### config.mk
export PLATFORM = sky130hd
export DESIGN_NAME = sdes_engine_ctrl
export DESIGN_NICKNAME = d
export VERILOG_FILES = /design/src/rtl/sdes_pkg.sv /design/src/rtl/sdes_fk.sv /design/src/rtl/sdes_engine_ctrl.sv
export SDC_FILE = /design/constraint.sdc
export NUM_CORES = 1
export LEC_CHECK = 0
export ABC_AREA = 0
export BUFFER_PORTS_ARGS = -buffer_cell sky130_fd_sc_hd__buf_2
export CAP_MARGIN = 30
export CELL_PAD_IN_SITES_DETAIL_PLACEMENT = 0
export CELL_PAD_IN_SITES_GLOBAL_PLACEMENT = 1
export CORE_MARGIN = 5
export CORE_UTILIZATION = 30
export DETAILED_ROUTE_END_ITERATION = 10
export HOLD_SLACK_MARGIN = 0.15
export PLACE_DENSITY_LB_ADDON = 0.1
export SLEW_MARGIN = 40
export SYNTH_ARGS = -nofsm -noshare
export SYNTH_HDL_FRONTEND = slang
export SYNTH_SLANG_ARGS = --single-unit
export TNS_END_PERCENT = 10
### constraint.sdc
create_clock -name clk -period 2.1 [get_ports clk]
set_input_delay 0.21 -clock clk [delete_from_list [all_inputs] [get_ports clk]]
set_output_delay 0.21 -clock clk [all_outputs]
set_load 0.05 [all_outputs]
### src/rtl/sdes_pkg.sv
// S-DES shared definitions: FSM encoding, request bundle, fixed permutations
// and S-box lookups. Permutation tables count bit 1 as the MSB, so table entry p
// on an n-bit word selects bit [n-p].
package sdes_pkg;

    typedef enum logic [2:0] {
        IDLE = 3'd0,
        KEY  = 3'd1,
        IPR  = 3'd2,
        RND1 = 3'd3,
        RND2 = 3'd4,
        OUT  = 3'd5
    } sdes_state_e;

    // Request captured at accept; held stable for the whole block
    typedef struct packed {
        logic [9:0] key;
        logic [7:0] blk;
        logic       mode;
    } sdes_req_t;

    // S-box contents, indexed by {row, col} = {a3, a0, a2, a1}
    localparam logic [1:0] S0_TBL [16] = '{
        2'd1, 2'd0, 2'd3, 2'd2,
        2'd3, 2'd2, 2'd1, 2'd0,
        2'd0, 2'd2, 2'd1, 2'd3,
        2'd3, 2'd1, 2'd3, 2'd2
    };
    localparam logic [1:0] S1_TBL [16] = '{
        2'd0, 2'd1, 2'd2, 2'd3,
        2'd2, 2'd0, 2'd1, 2'd3,
        2'd3, 2'd0, 2'd1, 2'd0,
        2'd2, 2'd1, 2'd0, 2'd3
    };

    // P10 = 3 5 2 7 4 10 1 9 8 6
    function automatic logic [9:0] p10(input logic [9:0] k);
        return {k[7], k[5], k[8], k[3], k[6], k[0], k[9], k[1], k[2], k[4]};
    endfunction

    // P8 = 6 3 7 4 8 5 10 9 (10 bits in, 8 bits out)
    function automatic logic [7:0] p8(input logic [9:0] k);
        return {k[4], k[7], k[3], k[6], k[2], k[5], k[0], k[1]};
    endfunction

    // IP = 2 6 3 1 4 8 5 7
    function automatic logic [7:0] ip(input logic [7:0] x);
        return {x[6], x[2], x[5], x[7], x[4], x[0], x[3], x[1]};
    endfunction

    // IP^-1 = 4 1 3 5 7 2 8 6
    function automatic logic [7:0] ip_inv(input logic [7:0] x);
        return {x[4], x[7], x[5], x[3], x[1], x[6], x[0], x[2]};
    endfunction

    // EP = 4 1 2 3 2 3 4 1 (4 bits in, 8 bits out)
    function automatic logic [7:0] ep(input logic [3:0] r);
        return {r[0], r[3], r[2], r[1], r[2], r[1], r[0], r[3]};
    endfunction

    // P4 = 2 4 3 1
    function automatic logic [3:0] p4(input logic [3:0] s);
        return {s[2], s[0], s[1], s[3]};
    endfunction

    function automatic logic [1:0] sbox0(input logic [3:0] a);
        logic [3:0] idx;
        idx = {a[3], a[0], a[2], a[1]};
        return S0_TBL[idx];
    endfunction

    function automatic logic [1:0] sbox1(input logic [3:0] a);
        logic [3:0] idx;
        idx = {a[3], a[0], a[2], a[1]};
        return S1_TBL[idx];
    endfunction

    function automatic logic [4:0] rol5(input logic [4:0] x, input int unsigned n);
        logic [4:0] y;
        y = x;
        for (int unsigned i = 0; i < n; i++) y = {y[3:0], y[4]};
        return y;
    endfunction

    // Subkey schedule: returns {K1, K2}
    function automatic logic [15:0] keygen(input logic [9:0] k);
        logic [9:0] p;
        logic [4:0] l1, r1, l2, r2;
        p  = p10(k);
        l1 = rol5(p[9:5], 1);
        r1 = rol5(p[4:0], 1);
        l2 = rol5(l1, 2);
        r2 = rol5(r1, 2);
        return {p8({l1, r1}), p8({l2, r2})};
    endfunction

endpackage

### src/rtl/sdes_fk.sv
// One combinational S-DES round function: L' = L ^ P4(S0 | S1 of EP(R) ^ K).
// R passes through untouched; the caller decides whether halves swap.
module sdes_fk
    import sdes_pkg::*;
(
    input  logic [3:0] l,
    input  logic [3:0] r,
    input  logic [7:0] rk,
    output logic [3:0] l_out
);

    logic [7:0] mix;
    logic [3:0] sout;

    assign mix   = ep(r) ^ rk;
    assign sout  = {sbox0(mix[7:4]), sbox1(mix[3:0])};
    assign l_out = l ^ p4(sout);

endmodule

### src/rtl/sdes_engine_ctrl.sv
// Multi-cycle S-DES engine controller. One block in flight; the sequence is
// KEY -> IPR -> RND1 -> RND2 -> OUT, with KEY skipped when the request key
// matches the last fully generated key schedule.
module sdes_engine_ctrl
    import sdes_pkg::*;
#(
    parameter bit KEY_CACHE = 1'b1
) (
    input  logic       clk,
    input  logic       rst_n,
    input  logic       start,
    input  logic       mode,
    input  logic [9:0] key_in,
    input  logic [7:0] din,
    input  logic       abort,
    output logic       busy,
    output logic       done,
    output logic [7:0] dout
);

    sdes_state_e state, state_nxt;
    sdes_req_t   req_r;
    logic [7:0]  k1, k2;
    logic [9:0]  cached_key;
    logic        cache_valid;
    logic [3:0]  l_r, r_r;
    logic [3:0]  fk_l;
    logic [7:0]  rk;
    logic [15:0] sched;
    logic        cache_hit;
    logic        accept;

    assign cache_hit = KEY_CACHE && cache_valid && (key_in == cached_key);
    assign accept    = (state == IDLE) && start;
    assign busy      = (state != IDLE);
    assign sched     = keygen(req_r.key);

    // Encrypt uses K1 then K2; decrypt reverses the order
    assign rk = ((state == RND1) != req_r.mode) ? k1 : k2;

    sdes_fk u_fk (
        .l     (l_r),
        .r     (r_r),
        .rk    (rk),
        .l_out (fk_l)
    );

    // State register
    always_ff @(posedge clk or negedge rst_n) begin
        if (!rst_n) state <= IDLE;
        else        state <= state_nxt;
    end

    // Next-state: abort is ignored in IDLE so a simultaneous start wins
    always_comb begin
        state_nxt = state;
        case (state)
            IDLE: if (start) state_nxt = cache_hit ? IPR : KEY;
            KEY:  state_nxt = abort ? IDLE : IPR;
            IPR:  state_nxt = abort ? IDLE : RND1;
            RND1: state_nxt = abort ? IDLE : RND2;
            RND2: state_nxt = abort ? IDLE : OUT;
            OUT:  state_nxt = IDLE;
            default: state_nxt = IDLE;
        endcase
    end

    // Request capture, subkey registers and key cache
    always_ff @(posedge clk or negedge rst_n) begin
        if (!rst_n) begin
            req_r       <= '0;
            k1          <= '0;
            k2          <= '0;
            cached_key  <= '0;
            cache_valid <= 1'b0;
        end else begin
            if (accept) begin
                req_r <= '{key: key_in, blk: din, mode: mode};
                // Invalidate up front so an aborted KEY leaves no stale hit
                if (!cache_hit) cache_valid <= 1'b0;
            end
            if (state == KEY && !abort) begin
                k1          <= sched[15:8];
                k2          <= sched[7:0];
                cached_key  <= req_r.key;
                cache_valid <= 1'b1;
            end
        end
    end

    // Data halves: RND1 applies the swap, RND2 does not
    always_ff @(posedge clk or negedge rst_n) begin
        if (!rst_n) begin
            l_r <= '0;
            r_r <= '0;
        end else if (!abort) begin
            case (state)
                IPR:     {l_r, r_r} <= ip(req_r.blk);
                RND1:    {l_r, r_r} <= {r_r, fk_l};
                RND2:    {l_r, r_r} <= {fk_l, r_r};
                default: ;
            endcase
        end
    end

    // Result register and one-cycle done pulse
    always_ff @(posedge clk or negedge rst_n) begin
        if (!rst_n) begin
            dout <= '0;
            done <= 1'b0;
        end else begin
            done <= 1'b0;
            if (state == OUT && !abort) begin
                dout <= ip_inv({l_r, r_r});
                done <= 1'b1;
            end
        end
    end

endmodule

* Word level (Yosys, flattened, before mapping)
Memory sizes are Yosys's and may differ from the RTL's.
Cells that the tools add are included.
W data, S select, Z words.
** Word-level totals
- Register bits :: 66
- ROM bits :: 64
- Input port bits :: 23
- Output and inout port bits :: 10
- Word-level logic and storage cells :: 61
- Memories :: 2
** Operators by class
- Order comparisons :: 2
- Equality and inequality tests :: 9
- Mux-type cells :: 18
- Bitwise gates (word level) :: 5
- Reduce and logical (&&, ||, !) cells :: 13
** Memory list
- (no name shown) :: depth 16, width 2, read ports 1, clocked after Yosys merged registers in 0, write ports 0, RTL line sdes_pkg.sv:69 : return S0_TBL[idx];
- (no name shown) :: depth 16, width 2, read ports 1, clocked after Yosys merged registers in 0, write ports 0, RTL line sdes_pkg.sv:75 : return S1_TBL[idx];
** Operators by type and width (number)
- $pmux W3 S5 :: 1
- $mux W2 :: 7
- $pmux W4 S3 :: 1
- $eq A10 B10 Y1 :: 1
- $ge A5 B5 Y1 const B :: 2
- $not A4 Y5 :: 2
- $mux W3 :: 3
- $mux W8 :: 1
- $pmux W4 S2 :: 1
- $xor A8 B8 Y8 :: 1
- $eq A3 B2 Y1 const B :: 2
- $eq A3 B3 Y1 const B :: 2
- $reduce_and A2 Y1 :: 3
- $reduce_bool A3 Y1 :: 2
- $logic_and A1 B1 Y1 :: 4
- $mux W1 :: 4
- $reduce_bool A2 Y1 :: 2
- $xor A4 B4 Y4 :: 1
- $eq A3 B1 Y1 const B :: 1
- $logic_not A3 Y1 :: 1
- $ne A2 B1 Y1 const B :: 1
- $ne A2 B2 Y1 const B :: 1
- $logic_not A1 Y1 :: 1
- $ne A1 B1 Y1 :: 1
- $not A1 Y1 :: 1

* Depth between registers and ports, before layout
- Depth after elaboration :: 10
- Depth in mapped cells :: 13
- Gate-level depth less buffers :: 11

* Cells and area by module
A second synthesis with hierarchy kept.
** Second synthesis, totals
- Cells, all modules :: 205
- Area total of the unflattened synthesis :: 2558.7 um^2
** Modules (own cells, without submodules)
- sdes_engine_ctrl :: times used 1, cells each 176, area an instance 2322.2 um^2, seq. area each 1251.2 um^2
- sdes_fk :: times used 1, cells each 29, area an instance 236.5 um^2, seq. area each 0.0 um^2

* Least setup slack after synthesis
OpenSTA, ideal clock, no wires.
- Path type :: reg2reg
- Start :: register state[2]
- End :: register l_r[1]
- Setup time :: 124 ps
- Data arrival time :: 2132 ps
- Slack :: -156 ps
- Cell stages (with the launch flop) :: 14
- Buffers on the path :: 2
- Cell sequence :: dfrtp_1 buf_2 nand3b_1 buf_2 xnor2_1 o21ai_0 nand2_1 inv_1 ha_1 o21ai_0 nand2_1 o21ai_0 a21boi_0 a2bb2oi_1
** Between the ends
- Cells in the longest elaborated chain, start to end :: 10
- Elaborated cells on any way between the ends :: 14
- Classes of those cells :: eq/ne (4); mux (4); bitwise (3); reduce/logical (2); memory (1)
** RTL lines
- from (decl) :: RTL line sdes_engine_ctrl.sv:21 : sdes_state_e state, state_nxt;
- from (signal assigned) :: RTL line sdes_engine_ctrl.sv:51 : else state <= state_nxt;
- $eq A3 B2 Y1 :: RTL line sdes_engine_ctrl.sv:39, sdes_engine_ctrl.sv:97
- $ne A1 B1 Y1 :: RTL line sdes_engine_ctrl.sv:39 : assign rk = ((state == RND1) != req_r.mode) ? k1 : k2;
- $mux W8 :: RTL line sdes_engine_ctrl.sv:39
- $xor A8 B8 Y8 :: RTL line sdes_fk.sv:15 : assign mix = ep(r) ^ rk;
- $not A4 Y5 (not written as such) :: RTL line sdes_pkg.sv:75
- $mem_v2 Z16 W2
- $mux W2 (not written as such) (2 in series) :: RTL line sdes_pkg.sv:75
- $xor A4 B4 Y4 :: RTL line sdes_fk.sv:17 : assign l_out = l ^ p4(sout);
- $pmux W4 S3 :: RTL line sdes_engine_ctrl.sv:97 : case (state)
- to (signal assigned) :: RTL line sdes_engine_ctrl.sv:98 : IPR: {l_r, r_r} <= ip(req_r.blk);
- to (signal assigned) :: RTL line sdes_engine_ctrl.sv:99 : RND1: {l_r, r_r} <= {r_r, fk_l};
- to (signal assigned) :: RTL line sdes_engine_ctrl.sv:100 : RND2: {l_r, r_r} <= {fk_l, r_r};
- to (decl) :: RTL line sdes_engine_ctrl.sv:26 : logic [3:0] l_r, r_r;
Several ways; a longest one is shown, not always the timed one. The select of a mux whose other input is x is not followed.
A chain may end at the register's enable or synchronous reset.

* Worst setup path in the final report
- Start :: register req_r[0] in the netlist's numbering
- End :: register l_r[0]
** Between the ends
- Cells in the longest elaborated chain, start to end :: 9
** RTL lines
- from (decl) :: RTL line sdes_engine_ctrl.sv:22 : sdes_req_t req_r;
- from (signal assigned) :: RTL line sdes_engine_ctrl.sv:78 : req_r <= '{key: key_in, blk: din, mode: mode};
- $ne A1 B1 Y1 :: RTL line sdes_engine_ctrl.sv:39
- $mux W8 :: RTL line sdes_engine_ctrl.sv:39
- $xor A8 B8 Y8 :: RTL line sdes_fk.sv:15
- $not A4 Y5 (not written as such) :: RTL line sdes_pkg.sv:69
- $mem_v2 Z16 W2
- $mux W2 (not written as such) (2 in series) :: RTL line sdes_pkg.sv:69
- $xor A4 B4 Y4 :: RTL line sdes_fk.sv:17
- $pmux W4 S3 :: RTL line sdes_engine_ctrl.sv:97
No other way between the ends. The select of a mux whose other input is x is not followed.

==> out/results.tsv <==
metric	value	unit
final worst setup slack	-189	ps
clk sinks	50	
Worst R2R Start	req_r[0]	
I/O Pins	33	
Core ar.	10200	sq um
Filler cells	1036	
post-synthesis area per instance	10.3	sq um
Skew-Pair Late Insertion Delay	310	ps
mux cell area share after synthesis	14.5	%
setup TNS	-821	ps
Req. time, crit path	2330	ps
ys async rst share	100	%
simple-gate portion of the synthesized area	22.9	%
largest family of logic cells by synthesized area	simple AND/OR/NAND/NOR gates	
Post-Syn Nets	323	
die area	12400	sq um
cell area after synthesis	3080	sq um
vias in the first global route	2470	
initial antenna violation count	0	
fraction of layout cells with a size suffix above 1	40.1	%
ys flop type	dfrtp_1	
Max Fclk	437	MHz
Hold Crit Start	key_in[4]	
XOR/XNOR Fraction of Synth Area	4.27	%
initial core utilization	30.2	%
register area	1250	sq um
worst-case reg-to-reg path depth	9	
H-Tree Level Count	2	
via count	2543	
Final Cell Area	4000	sq um
Setup Buffers After CTS	0	
DP HPWL	6020	microns
slew at the pin closest to its max-slew limit	574	ps
Nets	402	
RSZ-0062 raised after global routing	true	
CP Launch Type	register	
wire per inst	15.3	microns
Post-Synth Adder-Cell Area	0.407	%
Die Y	111	microns
dpl cells	494	
placed instance area	3690	sq um
Hold Vio Cnt, Final	0	
Seq/Total Area, Yosys	40.7	%
Vias/cell	4.94	
critical path peak fanout	31	
Die X	111	microns
reg2reg end	l_r[0]	
status	finished, violations left	
Hold EP	req_r[13]	
Tightest Hold Check Type	in -> reg	
Worst Hold Path Cells	2	
VDD IR max	0.000619	V
max_slew headroom	61.7	%
synth warn	0	
Setup-failing EPs final	8	
number of synthesized flops with an enable pin	0	
GP Congestion	0.735	
# diodes	0	
largest net degree at the start of global routing	32	
Pre-Repair DR Iteration Count	6	
worst path arrival time	2520	ps
GRT Residual Overflow	0	
Final min period	2290	ps
row count	37	
First DRT Iteration DRCs	156	
CTS tree	built	
overall routing resource usage	12.8	%
Max clock buf depth	2	
total of max-cap violations	0	
Pleak	0.00168	uW
final WL	7860	microns
first-pass GRT wire length	12800	microns
post-route ant nets	0	
Cell Pwr Density	1700	nW/um^2
register bit count reported by yosys	50	
Mapped Cells	299	
compound-cell area share of the yosys netlist	13.4	%
failing checks	negative setup slack	
clock root cell	clkbuf_8	
WS Path Type	reg -> reg	
area delta synth->final	30.0	%
CP endpoint kind	register	
Worst-path clk slew	100	ps
Max Clock Skew	6.19	ps
area of the multi-input gates	1790	sq um
DR DRC count	0	
Final Max Tran Viols	0	
Final Non-Filler Cells	515	
reg-to-reg setup timing slack	-190	ps
Hold WS	165	ps
post-synth cell types	49	
Num CTS Buffers	5	
IO buf count	32	
Tcrit/Tclk final	109	%
synth_stat cells, types with 2 or more instances:
cell type   n  area (sq um)
o22ai_1     4          25.0
inv_1       5          18.8
a211oi_1    3          22.5
nand4_1     2          12.5
clkbuf_1   11          41.3
a21oi_1     6          30.0
nand2b_1   10          62.6
or3b_1     12           105
or3_1       5          31.3
buf_4       2          15.0
a41oi_1     5          43.8
o22a_1      3          26.3
buf_2       6          30.0
a2bb2oi_1   3          26.3
or2_2       4          25.0
nor3_2      2          20.0
mux2_2     37           417
nand3_1     3          15.0
o21ai_0    10          50.1
and4_1      2          17.5
o21a_1      4          30.0
dfrtp_1    50          1250
o211ai_1    2          15.0
xnor2_1    14           123
nor3_1      6          30.0
nand2_1    10          37.5
nor4_1      2          12.5
or3b_2      5          43.8
o211a_1     2          20.0
a41oi_2     3          48.8
nand3b_1   17           128
nor2b_1    11          68.8
mux2i_1     3          30.0
nor2_1     20          75.1
layout make-up:
cell class,instances,share of cell area [%]
Clock buffer,5,1.72
Clock inverter,3,1.10
Inverter,5,0.469
Multi-Input combinational cell,224,44.7
Sequential cell,50,31.3
Tap cell,136,4.26
Timing Repair Buffer,92,16.4
per-layer routing:
layer  global-route usage, %  up-vias  share of wire [%]
li1                        -     1251                  -
met1                    18.4     1258                 50
met2                    20.0       30                 46
met3                    1.97        4                2.7
met4                    3.16        0                1.0
met5                       0        -                  0
worst max-delay path, cell delays in order (launching register included):
cell	delay [ps]
dfrtp_1	420
buf_12	170
buf_4	150
nor2b_1	120
o211a_1	200
nor3_2	250
or3b_4	420
o2bb2ai_2	150
a21oi_1	160
a2bb2oi_1	170
state kept, by name, summed over array words and instances, names as in the netlist:
name / flops
req_r: 19
dout: 8
k1: 7
l_r: 4
r_r: 4
k2: 3
state: 3
cache_valid: 1
done: 1
how the worst max path moves through the flow:
stage / slack, ps / startpoint / end / depth (start not counted)
final: -190 / req_r[0] / l_r[0] / 9
after global routing: -290 / req_r[0] / r_r[0] / 8
after CTS: -190 / req_r[0] / r_r[2] / 8
after detailed placement: -260 / r_r[2] / l_r[0] / 8
after global placement: -220 / r_r[2] / r_r[0] / 8
after floorplan: -20 / state[2] / l_r[1] / 12
report_power, final:
part | internal, uW | switching [uW]
Sequential | 1420 | 461
Combinational | 2140 | 2050
Clock | 358 | 348
Total | 3920 | 2860
logic make-up (layout without fill, tap and decap cells):
| kind of cell | count (synthesis) | in the layout |
|---|---|---|
| AO/OA/AOI/OAI | 54 | 54 |
| XOR/XNOR | 15 | 15 |
| adder cells (fa/ha/maj) | 1 | 1 |
| buffers and inverters | 25 | 105 |
| flip-flops | 50 | 50 |
| multiplexers | 40 | 40 |
| AND/OR/NAND/NOR | 114 | 114 |
stage by stage:
step                setup slack [ps]  util [%]  total power (uW)
finish                          -189      39.3              6780
global route                    -293      39.3              7310
CTS                             -195      39.1              6820
detailed placement              -264      36.2              5920
global placement                -224      36.2              5900
floorplan                      -22.5         -              4540
cell usage in the layout (no fill, tap or decap), types with 2 or more instances in the layout:
cell	Yosys	routed
or2_2	4	3
or3b_4	0	2
dfrtp_1	50	49
or3b_1	12	11
a21oi_1	6	6
o211ai_1	2	2
mux2i_1	3	3
nand2b_1	10	10
nand2_1	10	10
nand4_1	2	2
clkbuf_8	0	5
a2bb2oi_1	3	3
a211oi_2	1	2
o21ai_1	1	3
buf_4	2	46
o211a_1	2	2
nor2_1	20	20
o22ai_1	4	4
o21ai_0	10	7
or3b_2	5	4
nand3b_1	17	17
nor2b_1	11	11
inv_1	5	5
and4_1	2	2
dlygate4sd3_1	0	13
nand3_1	3	3
xnor2_1	14	13
or3_1	5	5
o22a_1	3	3
buf_2	6	32
a41oi_2	3	8
nor3_1	6	6
o21a_1	4	4
a211oi_1	3	2
mux2_2	37	37
what timing repair did:
| action | CTS | global route |
|---|---|---|
| setup endpoints to repair | 8 | 8 |
| gates resized for setup | 11 | 3 |
| hold buffers | 13 | 0 |
| pin swaps | 5 | 3 |
| gates cloned | 0 | 0 |
| hold endpoints to repair | 34 | 0 |
Note: power is estimated with default switching activity, not from simulation.
